===== src/rtl/btb_update_ctrl_pkg.sv =====
// rv32i_types: shared word/BTB-update types, queue depth default and mispredict rule
// for btb_update_ctrl (optional BTB_STATS_EN counters live in the top).
package rv32i_types;
  typedef logic [31:0] rv32i_word;
  typedef struct packed {
    rv32i_word pc;
    rv32i_word target;
  } btb_upd_t;
  localparam int BTB_UPD_DEPTH = 4;
  typedef enum logic [1:0] {ST_IDLE, ST_DRAIN, ST_STALL} btb_upd_state_e;
  function automatic logic is_mispredict(input logic taken, input logic hit,
                                         input rv32i_word pred_pc, input rv32i_word target);
    return taken ? (!hit || pred_pc != target) : hit;
  endfunction
endpackage


===== src/rtl/btb_update_ctrl_fifo.sv =====
// btb_upd_fifo: BTB update queue with push, pop and coalescing of same-PC writes.
// A push whose PC matches a live entry (other than the one leaving) rewrites that target.
module btb_upd_fifo
  import rv32i_types::*;
#(
  parameter int DEPTH = BTB_UPD_DEPTH
) (
  input  logic                       clk,
  input  logic                       rst_n,
  input  logic                       i_push,
  input  logic                       i_pop,
  input  btb_upd_t                   i_data,
  output btb_upd_t                   o_head,
  output logic                       o_full,
  output logic                       o_empty,
  output logic [$clog2(DEPTH):0]     o_count_nxt
);
  localparam int AW = $clog2(DEPTH);
  btb_upd_t       r_mem [DEPTH];
  logic [AW-1:0]  r_rd;
  logic [AW-1:0]  r_wr;
  logic [AW:0]    r_cnt;
  logic           w_hit;
  logic [AW-1:0]  w_hit_idx;
  logic           w_push;
  logic           w_upd;
  always_comb begin
    logic [AW-1:0] off;
    w_hit = 1'b0;
    w_hit_idx = '0;
    off = '0;
    for (int j = 0; j < DEPTH; j++) begin
      off = AW'(j) - r_rd;
      if ({1'b0, off} < r_cnt && !(off == '0 && i_pop) && r_mem[j].pc == i_data.pc) begin
        w_hit = 1'b1;
        w_hit_idx = AW'(j);
      end
    end
  end
  assign w_push      = i_push && !w_hit;
  assign w_upd       = i_push && w_hit;
  assign o_count_nxt = r_cnt + (AW+1)'(w_push) - (AW+1)'(i_pop);
  assign o_full      = r_cnt == (AW+1)'(DEPTH);
  assign o_empty     = r_cnt == '0;
  assign o_head      = r_mem[r_rd];
  always_ff @(posedge clk or negedge rst_n) begin
    if (!rst_n) begin
      r_rd  <= '0;
      r_wr  <= '0;
      r_cnt <= '0;
    end else begin
      r_rd  <= r_rd + AW'(i_pop);
      r_wr  <= r_wr + AW'(w_push);
      r_cnt <= o_count_nxt;
    end
  end
  // Storage needs no reset: entries are only observed while counted live.
  always_ff @(posedge clk) begin
    if (w_push) r_mem[r_wr] <= i_data;
    if (w_upd) r_mem[w_hit_idx].target <= i_data.target;
  end
endmodule


===== src/rtl/btb_update_ctrl.sv =====
// btb_update_ctrl: queues BTB corrections from EX, drains them to the BTB write port
// and pulses a fetch redirect on mispredict. Define BTB_STATS_EN for branch/mispredict counters.
module btb_update_ctrl
  import rv32i_types::*;
#(
  parameter int DEPTH = BTB_UPD_DEPTH
) (
  input  logic      clk,
  input  logic      rst_n,
  input  logic      ex_valid,
  input  rv32i_word ex_pc,
  input  rv32i_word ex_target,
  input  logic      ex_taken,
  input  logic      ex_pred_hit,
  input  rv32i_word ex_pred_pc,
  output logic      ex_ready,
  input  logic      btb_wr_block,
  output logic      btb_load,
  output rv32i_word btb_pc,
  output rv32i_word btb_target,
  output logic      redirect,
`ifdef BTB_STATS_EN
  output rv32i_word redirect_pc,
  output rv32i_word branch_count,
  output rv32i_word mispredict_count
`else
  output rv32i_word redirect_pc
`endif
);
  btb_upd_state_e            r_state;
  logic                      r_redirect;
  rv32i_word                 r_redirect_pc;
  logic                      w_accept;
  logic                      w_mispred;
  logic                      w_push;
  logic                      w_full;
  logic                      w_empty;
  btb_upd_t                  w_head;
  logic [$clog2(DEPTH):0]    w_count_nxt;
  assign ex_ready    = !w_full;
  assign w_accept    = ex_valid && ex_ready;
  assign w_mispred   = is_mispredict(ex_taken, ex_pred_hit, ex_pred_pc, ex_target);
  assign w_push      = w_accept && ex_taken && w_mispred;
  assign btb_load    = r_state == ST_DRAIN && !btb_wr_block;
  assign btb_pc      = btb_load ? w_head.pc : '0;
  assign btb_target  = btb_load ? w_head.target : '0;
  assign redirect    = r_redirect;
  assign redirect_pc = r_redirect_pc;
  btb_upd_fifo #(.DEPTH(DEPTH)) u_fifo (
    .clk         (clk),
    .rst_n       (rst_n),
    .i_push      (w_push),
    .i_pop       (btb_load),
    .i_data      ('{pc: ex_pc, target: ex_target}),
    .o_head      (w_head),
    .o_full      (w_full),
    .o_empty     (w_empty),
    .o_count_nxt (w_count_nxt)
  );
  always_ff @(posedge clk or negedge rst_n) begin
    if (!rst_n) begin
      r_state       <= ST_IDLE;
      r_redirect    <= 1'b0;
      r_redirect_pc <= '0;
    end else begin
      r_state       <= w_count_nxt == '0 ? ST_IDLE : btb_wr_block ? ST_STALL : ST_DRAIN;
      r_redirect    <= w_accept && w_mispred;
      r_redirect_pc <= !(w_accept && w_mispred) ? '0 : ex_taken ? ex_target : ex_pc + 32'd4;
    end
  end
`ifdef BTB_STATS_EN
  rv32i_word r_branch_count;
  rv32i_word r_mispredict_count;
  assign branch_count     = r_branch_count;
  assign mispredict_count = r_mispredict_count;
  always_ff @(posedge clk or negedge rst_n) begin
    if (!rst_n) begin
      r_branch_count     <= '0;
      r_mispredict_count <= '0;
    end else begin
      if (w_accept && !(&r_branch_count)) r_branch_count <= r_branch_count + 32'd1;
      if (w_accept && w_mispred && !(&r_mispredict_count)) r_mispredict_count <= r_mispredict_count + 32'd1;
    end
  end
`endif
endmodule


===== config.mk =====
export PLATFORM = sky130hd
export DESIGN_NAME = btb_update_ctrl
export DESIGN_NICKNAME = d
export VERILOG_FILES = /design/src/rtl/btb_update_ctrl_pkg.sv /design/src/rtl/btb_update_ctrl_fifo.sv /design/src/rtl/btb_update_ctrl.sv
export SDC_FILE = /design/constraint.sdc
export NUM_CORES = 1
export LEC_CHECK = 0
export BUFFER_PORTS_ARGS = -buffer_cell sky130_fd_sc_hd__buf_2
export CORE_ASPECT_RATIO = 1.25
export CORE_MARGIN = 2
export CORE_UTILIZATION = 58
export DETAILED_ROUTE_END_ITERATION = 7
export PLACE_DENSITY = 0.82
export SLEW_MARGIN = 10
export SYNTH_ARGS = -nofsm -noshare
export SYNTH_HDL_FRONTEND = slang
export SYNTH_SLANG_ARGS = --single-unit

===== constraint.sdc =====
create_clock -name clk -period 6 [get_ports clk]
set_input_delay 0.3 -clock clk [delete_from_list [all_inputs] [get_ports clk]]
set_output_delay 0.3 -clock clk [all_outputs]
set_load 0.02 [all_outputs]

# [Word level (Yosys, flattened, before mapping)]
# Memory sizes are Yosys's and may differ from the RTL's.
# Cells that the tools add are included.
[word_totals] ramBits=256 regBits=42 memories=1 out_inout_bits=99 latch_bits=0 elab_cells=82 mem_bits_ro=0 inputBits=102
[classes] bitwise=0 n_mux=21 mul=0 n_reduce_logical=34 addsub=9 n_eq_ne=7 n_div=0 magnitude_cmp=4 shift=0
[mem_list] name="u_fifo.r_mem" depth=4 width=64 rd=5 rd_ports_with_merged_regs=0 write_ports=1 line_no="btb_update_ctrl_fifo.sv:19" text="btb_upd_t r_mem [DEPTH];"
[ops] op="32-bit equality test" count=4
[ops] op="32-bit two-way mux" count=4
[ops] op="64-bit two-way mux" count=1
[ops] op="64-bit OR reduction" count=1
[ops] op="32-bit by 3-bit adder with 32-bit output, second input constant" count=1
[ops] op="32-bit != test" count=1
[ops] op="1-bit logical AND" count=19
[ops] op="2-bit by 3-bit < comparator with 1-bit output" count=4
[ops] op="2-bit two-way mux" count=6
[ops] op="1-bit two-way mux" count=10
[ops] op="1-bit logical NOT" count=8
[ops] op="2-bit logical NOT" count=4
[ops] op="2-bit by 1-bit adder with 2-bit output" count=2
[ops] op="1-bit by 2-bit subtractor with 2-bit output, first input constant" count=2
[ops] op="2-bit subtractor, first input constant" count=2
[ops] op="3-bit by 1-bit adder with 3-bit output" count=1
[ops] op="3-bit equality test, second input constant" count=1
[ops] op="3-bit logical NOT" count=1
[ops] op="3-bit by 1-bit subtractor with 3-bit output" count=1
[ops] op="2-bit by 1-bit equality test with 1-bit output, second input constant" count=1
[ops] op="1-bit logical OR" count=1

# [Depth between registers and ports, before layout]
[logic_depth] depth_word=16 mapped_depth=19 depth_no_buf=16

# [Hierarchy]
# A second synthesis with hierarchy kept.
[unflattened] hier_cells=908 area_unflattened_um2=14079.8
[by_module_without_submodules] mod="btb_upd_fifo" seq_area_each_um2=7862.5 cells_per_inst=575 area_each_um2=11269.6 instances=1
[by_module_without_submodules] mod="btb_update_ctrl" seq_area_each_um2=875.8 cells_per_inst=333 area_each_um2=2810.2 instances=1

# [Worst setup path before layout]
# OpenSTA, ideal clock, no wires.
[synth_timing] kind="reg-to-reg" start="reg u_fifo.r_rd[0]" end="mem u_fifo.r_mem[1][0] in the netlist's numbering (enable)" stages_incl_launch_ff=14 n_path_buf=3 setup_ns=0.432 period_less_slack_ns=4.996 setup_slack_ns=1.004 t_arrival_ns=4.564 required_ns=5.568 cell_sequence="dfrtp_1 > clkbuf_1 > clkbuf_1 > buf_2 > inv_1 > ha_1 > inv_1 > ha_1 > a21oi_1 > o2111ai_1 > a2111oi_4 > nor4b_2 > nand3b_1 > a21oi_1"
[synth_via] elab_chain_cells=15 elab_cells_between_ends=45 cone_classes="add/sub (4); order compare (4); mux (13); reduce/logical (24)"
[synth_lines] element="start, declared" line_no="btb_update_ctrl_fifo.sv:20" text="logic [AW-1:0] r_rd;"
[synth_lines] element="start signal, assigned" line_no="btb_update_ctrl_fifo.sv:52" text="r_rd <= r_rd + AW'(i_pop);"
[synth_lines] element="branches (longest 15 deep; another with 2-bit by 3-bit < comparator with 1-bit output)"
[synth_lines] element="end, declared" line_no="btb_update_ctrl_fifo.sv:19"
# Parallel ways; which one is timed is not known.

# [Final worst setup path]
[layout_timing] start="reg u_fifo.r_rd[0]" end="reg r_state[1]"
[layout_via] elab_chain_cells=16 elab_cells_between_ends=38 cone_classes="add/sub (6); order compare (4); mux (5); reduce/logical (23)"
[layout_lines] element="branches (longest 9 deep; another with 2-bit by 3-bit < comparator with 1-bit output)"
[layout_lines] element="1-bit two-way mux (*)" line_no="btb_update_ctrl_fifo.sv:34" text="if ({1'b0, off} < r_cnt && !(off == '0 && i_pop) && r_mem[j].pc == i_data.pc) begin"
[layout_lines] element="1-bit logical NOT (*)" line_no="btb_update_ctrl_fifo.sv:40" text="assign w_push = i_push && !w_hit;"
[layout_lines] element="1-bit logical AND (*)" line_no="btb_update_ctrl_fifo.sv:40"
[layout_lines] element="3-bit by 1-bit adder with 3-bit output (*)" line_no="btb_update_ctrl_fifo.sv:42" text="assign o_count_nxt = r_cnt + (AW+1)'(w_push) - (AW+1)'(i_pop);"
[layout_lines] element="3-bit by 1-bit subtractor with 3-bit output (*)" line_no="btb_update_ctrl_fifo.sv:42"
[layout_lines] element="named net u_fifo.o_count_nxt[2]" line_no="btb_update_ctrl_fifo.sv:16" text="output logic [$clog2(DEPTH):0] o_count_nxt"
[layout_lines] element="3-bit logical NOT (*)" line_no="btb_update_ctrl.sv:66" text="r_state <= w_count_nxt == '0 ? ST_IDLE : btb_wr_block ? ST_STALL : ST_DRAIN;"
[layout_lines] element="2-bit two-way mux (*)" line_no="btb_update_ctrl.sv:66"
[layout_lines] element="end signal, assigned" line_no="btb_update_ctrl.sv:66"
[layout_lines] element="end, declared" line_no="btb_update_ctrl.sv:30" text="btb_upd_state_e r_state;"
# Mark *: on every way through the listed nets, which the timed path passes.

==> results.toml <==
[outcome]
run_status = "finished clean"

[setup_path]
regToRegSetupSlack_ps = 1520
endpoint = "r_state[1]$_DFF_PN0_"
path_class = "flop to flop"
cp_num_buf_inv = 2
critPathLaunch = "u_fifo.r_rd[0]$_DFF_PN0_"
critPathLaunchType = "flop"
worstSetupEndpointType = "flop"
crit_slowest_cell = "dfrtp_4"
worst_r2r_path_depth = 14
max_stage_delay_ps = 890
reg2reg_to = "r_state[1]$_DFF_PN0_"
worst_path_most_repeated_cell = "xnor2_1"
path_cells = "buf_4 -> nand2b_1 -> a21oi_1 -> o2111ai_1 -> a2111oi_4 -> nor4b_2 -> and2_1 -> ha_1 -> inv_1 -> fa_1 -> xnor2_1 -> xnor2_1 -> nor3_1 -> nor2b_1"
cp.required_ps = 6430
crit_family = "simple AND/OR/NAND/NOR gates"
cp.depth = 14
r2r_start = "u_fifo.r_rd[0]$_DFF_PN0_"
cp_max_fo = 38
arrival_ps = 4910

[logic_synthesis]
syn_area_sq_um = 14100
synth_area_leaders = "edfxtp_1 54%, mux4_2 10%, xor2_1 7.8%, dfrtp_1 7.4%, xnor2_1 4.1%"
ys_seq_area_frac = 0.618
ys_ff_latch = 298
yosysTopAreaCellShare = 0.544
synth_area_per_cell_sq_um = 15.2
yosysTopAreaCell = "edfxtp_1"
ys_warn_count = 0
synth_fp_nets = 1044
synth_cell_types = 39
synthCells = 928

[sta]
fin_worst_skew_ps = 12.1
finalHoldViolations = 0
setup_violations = 0
max_freq_mhz = 223
worst_slew_pin_slew_ps = 1140
finalCriticalPeriod_ps = 4480
rsz0062_at_grt = "no"
fin_crit_sh = 0.747
tns_ps = 0
finalMaxSlewViolations = 0
slew_headroom = 0.239

[final_layout]
nFillCells = 1674
final_cell_mix = "256 x edfxtp_1, 200 x buf_2, 126 x xor2_1"
area_delta_synth_final_pct = 16.1
final_common_cell = "edfxtp_1"
nets = 1230
drive_gt1_frac = 0.299
stdcell_area_sq_um = 16400

[floorplanning]
coreArea_sq_um = 23800
fp.dieW_um = 144
fp.dieH_um = 179
rows = 63
die_area_sq_um = 25600
start_util = 0.594
ioPinCount = 201

[placed_design]
portBuffers = 200
hpwl_um = 24600
dpl_cell_area_sq_um = 15300
gp_congestion = 0.964

[global_route]
grt_pass1_vias = 8738
grt_usage = 0.278
grt_pass1_wl_um = 52500
grt_max_degree = 49
antenna_found_initial = 3
grt-ovfl-total = 0

[cts]
cts_root_buffer = "clkbuf_16"
clock_path_buffers = 3
cts_resized = 0
htree_levels = 1
path_clk_slew_ps = 60
cts_tree = "done"
clk_latency_ps = 550
cts_sinks = 298
numCtsBuffers = 29

[power_and_ir_drop]
p_leak_uw = 0.00618
ir_worst_vdd_mv = 0.274
power_density_nw_per_um2 = 389

[drt]
ant_nets = 0
drt-initial-drc-count = 971
routed_wl_um = 35600
viasPerCell = 6.02
drc = 0
wl_per_cell_um = 24.3
drtPass1Iterations = 5
vias = 8803

[hold_path]
min_path_type = "input pin to flop"

[job]
drv_cap = 0
-- power breakdown --
group          total, uW  switching (uW)  internal [uW]
clock network       1940             762           1180
registers           2740             217           2520
logic               1700             944            757
-- how the worst min path moves through the flow --
stage | cells after the start | startpoint | slack [ps] | endpoint
6_report | 1 | ex_target[7] | 20 | u_fifo.r_mem[1][7]$_DFFE_PP_
5_1_grt | 1 | ex_target[13] | 10 | u_fifo.r_mem[1][13]$_DFFE_PP_
4_1_cts | 1 | ex_target[13] | 3 | u_fifo.r_mem[1][13]$_DFFE_PP_
3_5_place_dp | 2 | btb_wr_block | 520 | r_state[0]$_DFF_PN0_
3_3_place_gp | 2 | btb_wr_block | 520 | r_state[0]$_DFF_PN0_
2_1_floorplan | 0 | rst_n | 4 | r_state[0]$_DFF_PN0_
-- what timing repair did --
action                                 in CTS  in global routing
setup buffers                               0                  0
endpoints found under the hold margin      47                  0
hold buffers                                4                  0
-- Yosys cell counts, drive strengths merged --
cell     instances
a2111oi          2
a211oi           6
a21bo            1
a21oi           23
and2            66
and3             4
and4             3
buf             40
clkbuf          22
clkinv           1
dfrtp           42
edfxtp         256
fa               1
ha              13
inv             13
mux2i           14
mux4            64
nand2           24
nand2b           1
nand3           16
nand3b           2
nand4           25
nor2            51
nor2b            2
nor3             6
nor3b            1
nor4            29
nor4b            1
o2111ai          3
o21a             1
o21ai            1
o21bai           1
or2              1
xnor2           66
xor2           126
-- cells by family (layout without fill, tap and decap cells) --
logic type | after synthesis | count (layout) | share of synthesized area
mux | 78 | 78 | 0.112
other cells | 0 | 1 | 0
compound gates | 38 | 38 | 0.0195
xor+xnor | 192 | 192 | 0.119
fa+ha+maj | 14 | 14 | 0.0129
buf+inv | 76 | 285 | 0.0272
flops | 298 | 298 | 0.618
simple gates | 232 | 232 | 0.0910
-- per-stage QoR --
stage	cells	setup WS [ps]	hold WS (ps)	utilization	power, uW
global placement	1404	1650	517	0.645	4430
finish	1463	1520	15.8	0.689	6380
CTS	1462	1460	3.37	0.689	6400
floorplan	928	1000	4.41	-	3930
global route	1463	1040	10.7	0.689	6620
detailed placement	1404	1490	525	0.645	4470
-- final cells by class --
cell class / count / area, sq um / area share
well taps: 325 / 407 / 0.0248
diodes: 1 / 2.50 / 0.000152
clock buffers: 35 / 778 / 0.0474
multi-input cells: 554 / 5040 / 0.307
flip-flops and latches: 298 / 8740 / 0.533
repair buffers: 217 / 1140 / 0.0694
inverters: 14 / 52.6 / 0.00320
clock inverters: 19 / 245 / 0.0149
-- state kept, by name (all words and copies together) (netlist names) --
name / flops
u_fifo.r_mem: 256
redirect_pc: 32
r_state: 2
u_fifo.r_rd: 2
redirect: 1
u_fifo.r_cnt: 3
u_fifo.r_wr: 2
-- layer usage --
metal	part of all wire	vias to the layer above	track usage
met2	0.49	487	0.459
met4	0.042	4	0.111
met5	0.00093	-	0
met3	0.081	84	0.0395
li1	-	3795	-
met1	0.38	4433	0.378
Note: power is estimated with default switching activity, not from simulation.
